**src/rtl/motor_pwm_ctrl_pkg.sv**
```systemverilog
// Shared register map, H-bridge direction codes and the direction-to-pin mapping
// for the memory-mapped motor PWM controller.
package motor_pwm_ctrl_pkg;

  localparam int NUM_CH = 4;

  localparam logic [2:0] OFF_DUTY0  = 3'd0;
  localparam logic [2:0] OFF_DUTY1  = 3'd1;
  localparam logic [2:0] OFF_DUTY2  = 3'd2;
  localparam logic [2:0] OFF_DUTY3  = 3'd3;
  localparam logic [2:0] OFF_CTRL   = 3'd4;
  localparam logic [2:0] OFF_STATUS = 3'd5;
  localparam logic [2:0] OFF_KICK   = 3'd6;

  typedef enum logic [1:0] {
    DIR_COAST = 2'b00,
    DIR_FWD   = 2'b01,
    DIR_REV   = 2'b10,
    DIR_BRAKE = 2'b11
  } dir_e;

  // {IN1,IN2} for one bridge
  function automatic logic [1:0] dir_to_pins(input logic [1:0] dir);
    logic [1:0] p;
    p = 2'b00;
    case (dir)
      DIR_FWD:   p = 2'b10;
      DIR_REV:   p = 2'b01;
      DIR_BRAKE: p = 2'b11;
      default:   p = 2'b00;
    endcase
    return p;
  endfunction

endpackage

```
**src/rtl/motor_pwm_ctrl_pwm_channel.sv**
```systemverilog
// One PWM/H-bridge channel: pending and active duty/dir, period-boundary shadow
// load, counter compare and registered pin drivers.
module pwm_channel
  import motor_pwm_ctrl_pkg::*;
(
  input  logic       clock,
  input  logic       reset,
  input  logic       i_wr,
  input  logic [9:0] i_wdata,
  input  logic       i_enable,
  input  logic       i_boundary,
  input  logic       i_drive,
  input  logic [7:0] i_pwm_cnt,
  output logic [9:0] o_pend,
  output logic       o_pwm,
  output logic [1:0] o_dir
);

  logic [7:0] r_pend_duty, r_act_duty;
  logic [1:0] r_pend_dir, r_act_dir;
  logic       r_pwm;
  logic [1:0] r_dir;

  always_ff @(posedge clock or negedge reset) begin
    if (!reset) begin
      r_pend_duty <= '0;
      r_pend_dir  <= '0;
      r_act_duty  <= '0;
      r_act_dir   <= '0;
      r_pwm       <= 1'b0;
      r_dir       <= 2'b00;
    end else begin
      if (i_wr) begin
        r_pend_duty <= i_wdata[7:0];
        r_pend_dir  <= i_wdata[9:8];
      end
      // Active copies the pre-edge pending value, so a boundary-cycle write waits one period.
      if (!i_enable || i_boundary) begin
        r_act_duty <= r_pend_duty;
        r_act_dir  <= r_pend_dir;
      end
      r_pwm <= i_drive && (i_pwm_cnt < r_act_duty);
      r_dir <= i_drive ? dir_to_pins(r_act_dir) : 2'b00;
    end
  end

  assign o_pend = {r_pend_dir, r_pend_duty};
  assign o_pwm  = r_pwm;
  assign o_dir  = r_dir;

endmodule

```
**src/rtl/motor_pwm_ctrl.sv**
```systemverilog
// Memory-mapped 4-channel PWM / H-bridge controller: bus decode, prescaler,
// shared PWM counter, bus-activity watchdog and the channel array.
module motor_pwm_ctrl
  import motor_pwm_ctrl_pkg::*;
#(
  parameter logic [11:0] BASE_ADDR   = 12'hF00,
  parameter logic [15:0] PRESC_RESET = 16'd0,
  parameter logic [23:0] WDT_CYCLES  = 24'd5000000
) (
  input  logic        clock,
  input  logic        reset,
  input  logic        wren,
  input  logic [11:0] addr,
  input  logic [31:0] wdata,
  output logic        sel,
  output logic [31:0] rdata,
  output logic [3:0]  PWMSignals,
  output logic [7:0]  Directions
);

  logic [12:0] w_off_full;
  logic [2:0]  w_off;
  logic        w_wr, w_kick, w_tick, w_boundary, w_drive;
  logic [NUM_CH-1:0][9:0] w_pend;
  logic        w_unused;

  logic        r_enable, r_trip;
  logic [15:0] r_presc, r_pre_cnt;
  logic [7:0]  r_pwm_cnt;
  logic [23:0] r_wdt_cnt;

  // Widened subtract: addresses below BASE_ADDR wrap high and fail the range test.
  assign w_off_full = {1'b0, addr} - {1'b0, BASE_ADDR};
  assign sel        = (w_off_full < 13'd8);
  assign w_off      = w_off_full[2:0];
  assign w_wr       = wren && sel;
  assign w_kick     = w_wr && (w_off == OFF_KICK) && wdata[0];
  assign w_tick     = r_enable && (r_pre_cnt >= r_presc);
  assign w_boundary = w_tick && (r_pwm_cnt == 8'hFF);
  assign w_drive    = r_enable && !r_trip;
  assign w_unused   = ^wdata[31:24];

  always_ff @(posedge clock or negedge reset) begin
    if (!reset) begin
      r_enable <= 1'b0;
      r_presc  <= PRESC_RESET;
    end else if (w_wr && (w_off == OFF_CTRL)) begin
      r_enable <= wdata[0];
      r_presc  <= wdata[23:8];
    end
  end

  always_ff @(posedge clock or negedge reset) begin
    if (!reset) begin
      r_pre_cnt <= '0;
      r_pwm_cnt <= '0;
    end else if (!r_enable) begin
      r_pre_cnt <= '0;
      r_pwm_cnt <= '0;
    end else if (w_tick) begin
      r_pre_cnt <= '0;
      r_pwm_cnt <= r_pwm_cnt + 8'd1;
    end else begin
      r_pre_cnt <= r_pre_cnt + 16'd1;
    end
  end

  // KICK outranks expiry; any other in-range write only reloads the count.
  always_ff @(posedge clock or negedge reset) begin
    if (!reset) begin
      r_wdt_cnt <= WDT_CYCLES;
      r_trip    <= 1'b0;
    end else if (w_kick) begin
      r_wdt_cnt <= WDT_CYCLES;
      r_trip    <= 1'b0;
    end else if (w_wr) begin
      r_wdt_cnt <= WDT_CYCLES;
    end else if (r_enable && !r_trip) begin
      if (r_wdt_cnt <= 24'd1) begin
        r_wdt_cnt <= '0;
        r_trip    <= 1'b1;
      end else begin
        r_wdt_cnt <= r_wdt_cnt - 24'd1;
      end
    end
  end

  always_ff @(posedge clock or negedge reset) begin
    if (!reset) begin
      rdata <= '0;
    end else if (!sel) begin
      rdata <= '0;
    end else begin
      case (w_off)
        OFF_DUTY0, OFF_DUTY1,
        OFF_DUTY2, OFF_DUTY3: rdata <= {22'd0, w_pend[w_off[1:0]]};
        OFF_CTRL:             rdata <= {8'd0, r_presc, 7'd0, r_enable};
        OFF_STATUS:           rdata <= {15'd0, r_enable, r_pwm_cnt, 7'd0, r_trip};
        default:              rdata <= '0;
      endcase
    end
  end

  for (genvar g = 0; g < NUM_CH; g++) begin : g_ch
    pwm_channel u_ch (
      .clock      (clock),
      .reset      (reset),
      .i_wr       (w_wr && (w_off == 3'(g))),
      .i_wdata    (wdata[9:0]),
      .i_enable   (r_enable),
      .i_boundary (w_boundary),
      .i_drive    (w_drive),
      .i_pwm_cnt  (r_pwm_cnt),
      .o_pend     (w_pend[g]),
      .o_pwm      (PWMSignals[g]),
      .o_dir      (Directions[2*g+1 -: 2])
    );
  end

endmodule

```
**config.mk**
```make
export PLATFORM = sky130hd
export DESIGN_NAME = motor_pwm_ctrl
export DESIGN_NICKNAME = d
export VERILOG_FILES = /design/src/rtl/motor_pwm_ctrl_pkg.sv /design/src/rtl/motor_pwm_ctrl_pwm_channel.sv /design/src/rtl/motor_pwm_ctrl.sv
export SDC_FILE = /design/constraint.sdc
export NUM_CORES = 1
export LEC_CHECK = 0
export BUFFER_PORTS_ARGS = -buffer_cell sky130_fd_sc_hd__clkbuf_2
export CAP_MARGIN = 30
export CORE_MARGIN = 2
export CORE_UTILIZATION = 38
export DETAILED_ROUTE_END_ITERATION = 7
export PLACE_DENSITY = 0.54
export SYNTH_ARGS = -nofsm -noshare
export SYNTH_HDL_FRONTEND = slang
export SYNTH_SLANG_ARGS = --single-unit
```
**constraint.sdc**
```tcl
create_clock -name clock -period 2.3 [get_ports clock]
set_input_delay 0.23 -clock clock [delete_from_list [all_inputs] [get_ports clock]]
set_output_delay 0.23 -clock clock [all_outputs]
set_load 0.02 [all_outputs]
```
* Yosys cells after proc, flatten, opt, wreduce, memory -nomap -nowiden
Cells that the tools add are included.
** Word-level totals
- Bits in registers :: 190
- Output and inout bits :: 45
** Cells by class
- Add/subtract/negate cells :: 4
- Magnitude comparators :: 8
- Multiplexer cells :: 24
- Reductions and logical operators :: 24
- Equality and inequality tests :: 21
** Operators with widths (number)
- 24-bit 2-to-1 mux :: 5
- 24-bit one-hot mux with 3 select lines :: 1
- 8-bit < comparator :: 4
- 16-bit 2-to-1 mux :: 2
- 24-bit by 1-bit <= comparator with 1-bit output, second input constant :: 1
- 2-bit one-hot mux with 3 select lines :: 4
- 24-bit by 1-bit subtractor with 24-bit output, second input constant :: 1
- 10-bit binary-select mux with 2-bit select :: 1
- 16-bit by 1-bit adder with 16-bit output, second input constant :: 1
- 2-bit == test, second input constant :: 8
- 16-bit >= comparator :: 1
- 8-bit 2-to-1 mux :: 2
- 1-bit logical AND :: 15
- 13-bit by 4-bit < comparator with 1-bit output, second input constant :: 1
- 12-bit by 12-bit subtractor with 13-bit output, second input constant :: 1
- 10-bit 2-to-1 mux :: 1
- 3-bit == test, second input constant :: 3
- 8-bit by 1-bit adder with 8-bit output, second input constant :: 1
- 2-bit by 1-bit == test with 1-bit output, second input constant :: 4
- 8-bit == test, second input constant :: 1
- 2-bit 2-to-1 mux :: 4
- 3-bit by 2-bit == test with 1-bit output, second input constant :: 2
- 1-bit 2-to-1 mux :: 4
- 2-bit nonzero test :: 2
- 10 further kinds :: 11

* Logic depth before layout (Yosys ltp)
- Depth after elaboration :: 7
- Gate-level depth with buffers :: 10
- Mapped depth without buffers :: 8

* Hierarchy
From an unflattened synthesis, not the netlist that was laid out.
** Unflattened totals
- Cell total of the unflattened synthesis :: 820
- Area total of the unflattened synthesis :: 8981.1 um^2
** Modules (own cells, without submodules)
- motor_pwm_ctrl :: instances 1, area an instance 4797.1 um^2, cells each 492
- pwm_channel :: instances 4, area an instance 1046.0 um^2, cells each 82

* Least setup slack after synthesis
Ideal clock, no wire load.
- Kind :: register -> register
- Start point :: register r_pre_cnt[2]
- End point :: register g_ch[0].u_ch.r_act_dir[0]
- Stages on the path, launching flop included :: 9
- Path buffers :: 1
- Data arrival time :: 2.236 ns
- Clock period less this slack :: 2.360 ns
- Data required time :: 2.175 ns
- Library setup time :: 0.125 ns
- Slack :: -0.060 ns
- Cell sequence :: dfrtp_1 > ha_1 > a211o_1 > a31oi_1 > o211ai_1 > a221oi_2 > o21ai_1 > clkbuf_1 > mux2_2
** On the way
- Cells in the longest elaborated chain, start to end :: 4
** Ends and longest elaborated chain
- from (decl) :: RTL line motor_pwm_ctrl.sv:28 : logic [15:0] r_presc, r_pre_cnt;
- from (signal assigned) :: RTL line motor_pwm_ctrl.sv:64 : r_pre_cnt <= r_pre_cnt + 16'd1;
- 16-bit >= comparator :: RTL line motor_pwm_ctrl.sv:38 : assign w_tick = r_enable && (r_pre_cnt >= r_presc);
- 1-bit logical AND :: RTL line motor_pwm_ctrl.sv:38
- 1-bit logical AND :: RTL line motor_pwm_ctrl.sv:39 : assign w_boundary = w_tick && (r_pwm_cnt == 8'hFF);
- 1-bit logical OR :: RTL line motor_pwm_ctrl_pwm_channel.sv:38 : if (!i_enable || i_boundary) begin
- to (signal assigned) :: RTL line motor_pwm_ctrl_pwm_channel.sv:40 : r_act_dir <= r_pend_dir;
- to (decl) :: RTL line motor_pwm_ctrl_pwm_channel.sv:20 : logic [1:0] r_pend_dir, r_act_dir;
No other way between the ends.
A chain may end at the register's enable or synchronous reset.

* Worst setup path in the final report
- Start point :: register r_presc[5]
- End point :: register g_ch[0].u_ch.r_act_duty[7]
** On the way
- Cells in the longest elaborated chain, start to end :: 4
** Ends and longest elaborated chain
- from (decl) :: RTL line motor_pwm_ctrl.sv:28
- from (signal assigned) :: RTL line motor_pwm_ctrl.sv:49 : r_presc <= wdata[23:8];
- 16-bit >= comparator :: RTL line motor_pwm_ctrl.sv:38
- 1-bit logical AND :: RTL line motor_pwm_ctrl.sv:38
- 1-bit logical AND :: RTL line motor_pwm_ctrl.sv:39
- 1-bit logical OR :: RTL line motor_pwm_ctrl_pwm_channel.sv:38
- to (signal assigned) :: RTL line motor_pwm_ctrl_pwm_channel.sv:39 : r_act_duty <= r_pend_duty;
- to (decl) :: RTL line motor_pwm_ctrl_pwm_channel.sv:19 : logic [7:0] r_pend_duty, r_act_duty;
No other way between the ends.

==> results.md <==
* Antenna violations before repair at 0
* Reg clk slew, reported paths at 0.07 ns
* Setup TNS at -1.872 ns
* Initial DRC count at 272
* Clk pwr share at 46.6%
* Worst skew pair latency at 0.43 ns
* Max rail drop VDD at 0.3834 mV
* Yosys reg bits at 182
* Die Y at 157.4 um
* Clock sink count at 182
* Minimum clock period at 2.366 ns
* R2R Setup Slk at -0.07 ns
* Cell at the slowest stage of the critical path: dfrtp_1
* MaxCap Viol Count at 0
* Worst EP required at 2.61 ns
* Combinational share of power at 3.0%
* Power per cell area at 580.5 nW/um^2
* Post-synthesis mux area share at 16.40%
* Crit Path Max Fanout at 25
* Leakage power total at 5.194 nW
* Post-route design area at 10960 um^2
* CTS root buf: clkbuf_16
* Largest family of logic cells by synthesized area: multiplexers
* Yosys top cell by area: dfrtp_1
* Routed Antenna Nets at 0
* Worst-path cell chain: inv_1 > ha_1 > and4_1 > o21ai_1 > o211ai_1 > a221oi_2 > buf_4 > o21ai_4 > buf_12 > mux2_2
* Simple-Gate Fraction of Synth Area at 12.43%
* Core Util, Final at 47.10%
* Total core area at 23260 um^2
* CP peak stage delay at 0.36 ns
* Beginning of the worst register-to-register path: r_presc[5]
* Area after DPL at 10240 um^2
* H-Tree Depth at 4
* Ys Warns at 0
* Max Buffers Root-to-Sink at 2
* Arrival @ worst endpoint at 2.68 ns
* CTS tree: built
* Nets at 1011
* Slew @ Worst Pin at 0.5929 ns
* Top-level I/O count at 92
* Global Route Usage Sum at 17.05%
* Critical path start-end classification: reg2reg
* FILL cells at 2203
* Total grt overflow at 0
* Clock Skew at 0.01233 ns
* Final Setup Violations at 34
* Distinct cells, synth at 65
* Top cell type's share of synthesized area at 48.66%
* Vias per cell at 4.844
* Die Footprint at 24790 um^2
* Port bufs at 75
* CP startpoint kind: register
* Worst Setup End Kind: register
* Final GP Congestion at 0.7632
* Hold-critical path depth at 2
* Async SR Flop Fraction at 100.0%
* Setup ws final at -0.06615 ns
* Synth Area in XOR/XNOR at 1.468%
* Sw frac at 22.35%
* Hold Crit Start: wdata[16]
* Final Hold Fails at 0
* Failing checks: setup timing
* R2r worst-path depth at 10
* Worst reg2reg path endpoint: g_ch[0].u_ch.r_act_duty[7]
* Row cnt at 56
* Cell with the most instances after synthesis: dfrtp_1
* Slew Viols, Final at 0
* Mapped Cells at 773
* Hold crit path type: in2reg
* Area grow syn2layout at 22.44%
* RSZ-0062 raised after global routing: true
* DRT Wirelength at 19680 um
* Share of power burned in registers at 50.4%
* EDFF count, synth at 0
* First-pass GRT wire length at 32360 um
* Largest net degree at the start of global routing at 71
* Top post-synthesis cells by count: dfrtp_1, mux2_2, nor2_1
* DRC errors left at 0
* Syn Area/Cell at 11.57 um^2
* Relative slew slack at 60.47%
* Vias at 6041
* FMAX at 422.6 MHz
* Switching Power at 1.421 mW
* Synth Cell Area at 8947 um^2
* Vias in the first global route at 6054
* Drt first pass iters at 4
* Synth Area in Compound Gates at 7.188%
* TritonCTS buffer count at 17
* Outcome: finished with violations
* Worst hold path endpoint: r_presc[8]
* Post-route clock period utilization at 102.9%
* Int Pwr at 4.938 mW
* Post-synthesis sequential area ratio at 51.01%
* Die X at 157.4 um
* Antenna cells at 0
* DR WL/cell at 15.78 um
* DP HPWL at 14050 um
* Adder-Cell Fraction of Synth Area at 6.852%
* Initial Utilization at 38.46%
* Share of layout cells above drive strength 1 at 36.21%
* Main synth FF type: dfrtp_1
* Leading post-synthesis cells by cell area: dfrtp_1, mux2_2, ha_1
==> cell type report <==
type	instances	area [um^2]	share of cell area [%]
Inverter	51	191.4	1.747
Clock inverter	13	145.1	1.325
Clock buffer	19	452.9	4.134
Tap cell	319	399.1	3.643
Timing Repair Buffer	158	1116	10.19
Sequential cell	182	4564	41.66
Multi-Input combinational cell	505	4086	37.30
==> through the flow <==
| step | hold WS [ns] | cells | setup slack [ns] | power [mW] |
|---|---|---|---|---|
| after global placement | 0.2944 | 1212 | -0.1321 | 3.463 |
| final | 0.02719 | 1247 | -0.06615 | 6.359 |
| after detailed placement | 0.2958 | 1212 | -0.1722 | 3.463 |
| after floorplan | -0.06559 | 780 | 0.0008380 | 3.335 |
| after global routing | 0.02085 | 1247 | -0.1848 | 6.592 |
| after CTS | 0.01190 | 1245 | -0.08293 | 6.448 |
==> registers in the layout (all words and copies together) (netlist names) <==
register and count:
rdata 24, g_ch.u_ch.r_pend_duty 32, r_trip 1, g_ch.u_ch.r_act_duty 32
g_ch.u_ch.o_pwm 4, g_ch.u_ch.r_act_dir 8, g_ch.u_ch.r_pend_dir 8, r_wdt_cnt 24
g_ch.u_ch.o_dir 8, r_presc 16, r_pwm_cnt 8, r_pre_cnt 16
r_enable 1
==> power groups by stage <==
stage | Sequential (mW) | Combinational [mW] | Clock (mW)
4_1_cts | 3.21 | 0.196 | 3.05
3_5_place_dp | 3.27 | 0.195 | 0
5_1_grt | 3.21 | 0.216 | 3.17
6_report | 3.21 | 0.188 | 2.96
2_1_floorplan | 3.27 | 0.0662 | 0
3_3_place_gp | 3.27 | 0.195 | 0
==> placed cells by master (no fill, tap or decap), types with 25 or more instances in the layout <==
master,instances
dfrtp_1,174
mux2_2,97
clkbuf_2,74
buf_4,71
nor2_1,52
inv_1,50
ha_1,48
a21oi_1,30
nand2_1,26
and2_1,26
o21ai_0,25
==> critical path, delay by kind of cell, from the launching register on <==
kind	cells	cell delay (ns)
compound gates	4	0.62
buf+inv	3	0.45
flops	1	0.36
mux	1	0.35
fa+ha+maj	1	0.28
simple gates	1	0.18
==> kinds of logic after synthesis <==
family / Yosys count
compound gates: 103
fa+ha+maj: 49
flops: 182
simple gates: 208
buf+inv: 93
xor+xnor: 15
mux: 122
other cells: 1
==> worst max-delay path by stage <==
stage                                        to  slack [ns]    startpoint  depth (start not counted)
floorplan             g_ch[0].u_ch.r_act_dir[0]      0.0008  r_pre_cnt[2]                          8
global placement    g_ch[3].u_ch.r_pend_duty[7]       -0.13       addr[8]                         10
detailed placement  g_ch[3].u_ch.r_pend_duty[7]       -0.17       addr[8]                         10
CTS                  g_ch[0].u_ch.r_act_duty[0]       -0.08  r_pre_cnt[5]                          9
global route         g_ch[3].u_ch.r_act_duty[6]       -0.18    r_presc[5]                         10
finish               g_ch[0].u_ch.r_act_duty[7]       -0.07    r_presc[5]                         10
==> routing by layer <==
metal,GRT usage (%),wire length (um)
met4,4.935,240
met5,0,0
met3,3.001,563
met2,27.93,9485
met1,23.23,9394
==> what timing repair did <==
| item | 4_1_cts | 5_1_grt |
|---|---|---|
| buffers inserted | 0 | 2 |
| endpoints found under the hold margin | 58 | 0 |
| pin swaps | 1 | 6 |
| gates resized for setup | 3 | 26 |
| setup endpoints to repair | 60 | 80 |
| cloned | 0 | 0 |
| hold buffers | 1 | 0 |
(Power assumes the default switching activity.)
